[config.mk]
export PLATFORM = sky130hd
export DESIGN_NAME = nand_gate_sweeper
export DESIGN_NICKNAME = d
export VERILOG_FILES = /design/src/rtl/nand_gate_sweeper.sv
export SDC_FILE = /design/constraint.sdc
export NUM_CORES = 1
export LEC_CHECK = 0
export ABC_AREA = 1
export CAP_MARGIN = 5
export CORE_AREA = 4 4 83 54
export CTS_CLUSTER_SIZE = 24
export DETAILED_ROUTE_END_ITERATION = 10
export DIE_AREA = 0 0 87 58
export PLACE_DENSITY = 0.79
export SKIP_CTS_REPAIR_TIMING = 1
export SYNTH_ARGS = -nofsm -noshare
export SYNTH_HDL_FRONTEND = slang
export SYNTH_SLANG_ARGS = --single-unit
export TNS_END_PERCENT = 20
[constraint.sdc]
create_clock -name clk -period 2.1 [get_ports clk]
set_input_delay 0.315 -clock clk [delete_from_list [all_inputs] [get_ports clk]]
set_output_delay 0.315 -clock clk [all_outputs]
set_load 0.03 [all_outputs]
[src/rtl/nand_gate_sweeper.sv]
// Self-checking exerciser for NAND-built gate units: sweeps every (a, b) operand pair,
// dwells DWELL cycles per vector and compares the DUT against a NAND-only golden model.
module nand_gate_sweeper #(
    parameter int unsigned WIDTH = 1,
    parameter int unsigned DWELL = 10,
    parameter int unsigned CNTW  = 16
) (
    input  logic                 clk,
    input  logic                 rst,
    input  logic                 start,
    input  logic [2:0]           mode,
    input  logic [WIDTH-1:0]     y_dut,
    output logic [WIDTH-1:0]     a_out,
    output logic [WIDTH-1:0]     b_out,
    output logic [WIDTH-1:0]     y_ref,
    output logic                 busy,
    output logic                 done,
    output logic                 pass,
    output logic [CNTW-1:0]      err_cnt,
    output logic [2*WIDTH-1:0]   first_fail,
    output logic                 fail_seen
);

    localparam int unsigned IW = 2 * WIDTH;
    localparam int unsigned DW = (DWELL > 1) ? $clog2(DWELL) : 1;

    typedef enum logic [1:0] {StIdle, StRun, StFinish} state_e;

    state_e            r_state;
    logic [2:0]        r_mode;
    logic [IW-1:0]     r_idx;
    logic [DW-1:0]     r_dwell;
    logic              r_busy;
    logic              r_done;
    logic              r_pass;
    logic [CNTW-1:0]   r_err;
    logic [IW-1:0]     r_first;
    logic              r_fail_seen;

    logic [WIDTH-1:0]  w_a;
    logic [WIDTH-1:0]  w_b;
    logic [WIDTH-1:0]  w_not_a;
    logic [WIDTH-1:0]  w_not_b;
    logic [WIDTH-1:0]  w_nand;
    logic [WIDTH-1:0]  w_and;
    logic [WIDTH-1:0]  w_or;
    logic [WIDTH-1:0]  w_nor;
    logic [WIDTH-1:0]  w_xor;
    logic [WIDTH-1:0]  w_xnor;
    logic [WIDTH-1:0]  w_buf;
    logic              w_last_dwell;
    logic              w_last_vec;
    logic              w_mismatch;

    function automatic logic [WIDTH-1:0] nand2(input logic [WIDTH-1:0] x,
                                               input logic [WIDTH-1:0] y);
        return ~(x & y);
    endfunction

    assign w_a = r_idx[IW-1:WIDTH];
    assign w_b = r_idx[WIDTH-1:0];

    // Every golden function is composed from the nand2 primitive only.
    assign w_not_a = nand2(w_a, w_a);
    assign w_not_b = nand2(w_b, w_b);
    assign w_nand  = nand2(w_a, w_b);
    assign w_and   = nand2(w_nand, w_nand);
    assign w_or    = nand2(w_not_a, w_not_b);
    assign w_nor   = nand2(w_or, w_or);
    assign w_xor   = nand2(nand2(w_a, w_nand), nand2(w_b, w_nand));
    assign w_xnor  = nand2(w_xor, w_xor);
    assign w_buf   = nand2(w_not_a, w_not_a);

    always_comb begin
        y_ref = w_nand;
        case (r_mode)
            3'd0:    y_ref = w_nand;
            3'd1:    y_ref = w_and;
            3'd2:    y_ref = w_or;
            3'd3:    y_ref = w_nor;
            3'd4:    y_ref = w_xor;
            3'd5:    y_ref = w_xnor;
            3'd6:    y_ref = w_not_a;
            default: y_ref = w_buf;
        endcase
    end

    assign w_last_dwell = (r_dwell == DW'(DWELL - 1));
    assign w_last_vec   = (r_idx == {IW{1'b1}});
    assign w_mismatch   = (y_dut != y_ref);

    always_ff @(posedge clk) begin
        if (rst) begin
            r_state     <= StIdle;
            r_mode      <= 3'd0;
            r_idx       <= '0;
            r_dwell     <= '0;
            r_busy      <= 1'b0;
            r_done      <= 1'b0;
            r_pass      <= 1'b0;
            r_err       <= '0;
            r_first     <= '0;
            r_fail_seen <= 1'b0;
        end else begin
            r_done <= 1'b0;
            case (r_state)
                StIdle: begin
                    if (start) begin
                        r_mode      <= mode;
                        r_idx       <= '0;
                        r_dwell     <= '0;
                        r_err       <= '0;
                        r_first     <= '0;
                        r_fail_seen <= 1'b0;
                        r_pass      <= 1'b0;
                        r_busy      <= 1'b1;
                        r_state     <= StRun;
                    end
                end
                StRun: begin
                    if (w_last_dwell) begin
                        if (w_mismatch) begin
                            if (r_err != {CNTW{1'b1}}) begin
                                r_err <= r_err + CNTW'(1);
                            end
                            if (!r_fail_seen) begin
                                r_first     <= r_idx;
                                r_fail_seen <= 1'b1;
                            end
                        end
                        if (w_last_vec) begin
                            r_busy  <= 1'b0;
                            r_done  <= 1'b1;
                            r_state <= StFinish;
                        end else begin
                            r_idx   <= r_idx + IW'(1);
                            r_dwell <= '0;
                        end
                    end else begin
                        r_dwell <= r_dwell + DW'(1);
                    end
                end
                StFinish: begin
                    // r_err already includes the final vector's compare here.
                    r_pass  <= (r_err == '0);
                    r_state <= StIdle;
                end
                default: r_state <= StIdle;
            endcase
        end
    end

    assign a_out      = w_a;
    assign b_out      = w_b;
    assign busy       = r_busy;
    assign done       = r_done;
    assign pass       = r_pass;
    assign err_cnt    = r_err;
    assign first_fail = r_first;
    assign fail_seen  = r_fail_seen;

endmodule

==> key figures <==
Placed design
  – GPL Wtd Cong: 0.890
  – HPWL after detailed placement: 3650 um
  – IO Port Bufs: 31

Timing
  – Final hold vios: 0
  – Worst-Margin Slew: 0.550 ns
  – Final Max Tran Viols: 0
  – Final period util: 92.4%
  – Setup TNS: 0 ns
  – RSZ-0062 raised after global routing: true
  – Peak Freq: 515 MHz
  – Setup violators final: 0
  – Min Tclk post-route: 1.94 ns
  – Clk_skew: 0.00238 ns
  – Max-Slew Margin vs Limit: 63.3%

Die
  – Die height: 58 um
  – # IOs: 32
  – Die ar.: 0.00505 mm2
  – Initial Utilization: 52.2%
  – # rows: 17
  – Die Wd: 87 um
  – Total core area: 0.00364 mm2

Worst hold path
  – Min-delay src: r_idx[0]
  – Worst hold endpoint: r_idx[0]
  – Hold Path Stages: 1
  – Min-Delay Path Class: reg2reg

Logic synthesis
  – Compound-Gate Fraction of Synth Area: 10.3%
  – Syn_nets: 298
  – Largest family of logic cells by synthesized area: simple AND/OR/NAND/NOR gates
  – Area contributors post-synth: dfxtp_1 (35%), nand2_1 (11%), nor2_1 (9.1%)
  – Sequential-to-total area share from yosys stat: 34.8%
  – Synth cell types: 30
  – YS warnings: 0
  – Synth Area in XOR/XNOR: 4.61%
  – Mean Syn Cell Area: 6.66 um2
  – Area leader, netlist: dfxtp_1
  – Synth top area share: 34.8%
  – Synthesized cell area: 0.00190 mm2
  – Post-synthesis simple-gate area fraction: 37.7%
  – Cells after synthesis: 285
  – Adder-cell area share of the yosys netlist: 3.95%
  – Synth Register Bits: 33
  – Post-synthesis mux area share: 0%

Global route
  – Largest net degree at the start of global routing: 19
  – GRT Total Usage: 21.1%
  – Number of antenna violations at the first check in global routing: 0
  – First-pass GRT wire length: 8420 um
  – Vias in the first global route: 1,815
  – Grt total ovfl: 0

Setup path
  – Reg-to-reg startpoint: err_cnt[0]
  – R2r setup slk: 0.16 ns
  – Crit Path Max Fanout: 9
  – Critical Path Sink Type: register
  – Critical setup path kind: reg2reg
  – WP data required: 2.31 ns
  – R2r endpoint: err_cnt[0]
  – Crit path DAT: 2.15 ns
  – Startpoint types: register
  – Cell depth of the worst flop-to-flop path: 12

Detailed routing
  – Drt via density: 5.37
  – Initial DRC count: 184
  – Antenna Violating Nets Remaining: 0
  – Routed len/inst: 13.3 um
  – Drt first pass iters: 5
  – Via count: 1,997
  – DRC: 0
  – DRT Wirelength: 4940 um

Clock network
  – Clock buffer depth: 2
  – Clk pin slew, worst setup/hold paths: 0.06 ns
  – CTS buffer count: 5
  – Root Buffer: clkbuf_8
  – CTS tree: built
  – Clk sinks: 33
  – Clk_lat worst skew: 0.28 ns
  – H-tree depth: 2

Cells and area
  – Layout cells sized above 1: 11.7%
  – Ant diodes: 0
  – Synth-to-layout area growth: 26.0%
  – Most common cell after layout, fill and taps aside: nand2_1
  – Commonest non-fill, non-tap cells in the layout: nand2_1 (56), nor2_1 (46), nand3_1 (30), clkdlybuf4s50_1 (30), dfxtp_1 (29)
  – Fin nets: 338

Power and ir drop
  – Maximum VDD drop: 412 uV
  – Overall power: 0.00160 W
  – P_leak: 0.933 nW
  – PD cells: 667 mW/mm2

Job
  – Max Cap Viol: 0

Run status
  – Outcome: completed
## worst max-delay path, stage by stage, from the launching register on
cell and delay, ns:
dfxtp_2 0.38, ha_2 0.23, nand3_1 0.15, nor2_2 0.18, nand3_1 0.12, nor2_1 0.11
nand3_1 0.08, nand2_2 0.08, inv_4 0.06, nand2_4 0.11, buf_4 0.17, o21ai_1 0.07
nor2_1 0.11
## cells by family (layout without fill, tap and decap cells)
group           Yosys count  count (layout)
simple gates            159             159
buf+inv                  40              80
compound gates           37              37
flops                    33              33
xor+xnor                 10              10
fa+ha+maj                 6               6
## registers in the layout, summed over array words and instances, names as in the netlist
| name | cells |
|---|---|
| r_dwell | 4 |
| fail_seen | 1 |
| err_cnt | 16 |
| first_fail | 2 |
| r_idx | 2 |
| r_state | 2 |
| r_mode | 3 |
| busy | 1 |
| done | 1 |
| pass | 1 |
## synthesized netlist by cell type
library cell	n
nand2_1	56
nor2_1	46
dfxtp_1	33
nand3_1	30
inv_1	24
a21oi_1	21
xor2_1	10
inv_2	7
o21ai_1	7
ha_1	6
nand4_1	6
nor4_1	6
o21ai_0	6
clkbuf_1	5
nor3_1	5
nand2_2	2
nand2_4	2
a31oi_1	1
buf_2	1
buf_6	1
clkinv_2	1
inv_4	1
nand3_2	1
nand3b_1	1
nor2_2	1
nor2_4	1
nor3b_1	1
o211ai_1	1
o31ai_2	1
or2_1	1
## final cells by class
class / count / area, um2
clock buffers: 7 / 86.3
fillers: 341 / 1240
inverters: 33 / 129
multi-input cells: 212 / 1080
flip-flops and latches: 33 / 666
well taps: 47 / 58.8
repair buffers: 40 / 375
## power by group
part / switching (W) / internal (W)
Clock: 0.000223 / 0.000260
Combinational: 0.000251 / 0.000152
Sequential: 0.0000482 / 0.000664
Total: 0.000522 / 0.00108
## routing by layer
metal,vias up,routed length (um),global-route usage [%],part of all wire (%)
met5,-,0,0,0
met4,0,17,6.44,0.34
met3,3,408,6.82,8.3
met2,77,2020,27.1,41
met1,905,2500,32.3,51
li1,1012,-,-,-
## through the flow
step | worst slack [ns] | cell area, um2 | utilization [%] | cells | hold WS (ns)
floorplan | 0.0506 | 1900 | - | 285 | 0.435
global placement | 0.123 | 2280 | 62.8 | 363 | 0.450
detailed placement | 0.0780 | 2280 | 62.8 | 363 | 0.457
CTS | 0.0626 | 2370 | 65.2 | 370 | 0.467
global route | -0.0162 | 2390 | 65.8 | 372 | 0.479
finish | 0.160 | 2390 | 65.8 | 372 | 0.446
## worst max-delay path by stage
| stage | cells past startpoint | slack, ns | endpoint | start |
|---|---|---|---|---|
| 2_1_floorplan | 12 | 0.05 | err_cnt[13] | r_idx[1] |
| 3_3_place_gp | 13 | 0.12 | err_cnt[1] | err_cnt[0] |
| 3_5_place_dp | 13 | 0.08 | err_cnt[2] | err_cnt[0] |
| 4_1_cts | 13 | 0.06 | err_cnt[2] | err_cnt[0] |
| 5_1_grt | 12 | -0.02 | err_cnt[0] | err_cnt[0] |
| 6_report | 12 | 0.16 | err_cnt[0] | err_cnt[0] |
Power figures use the tool's default switching activity.
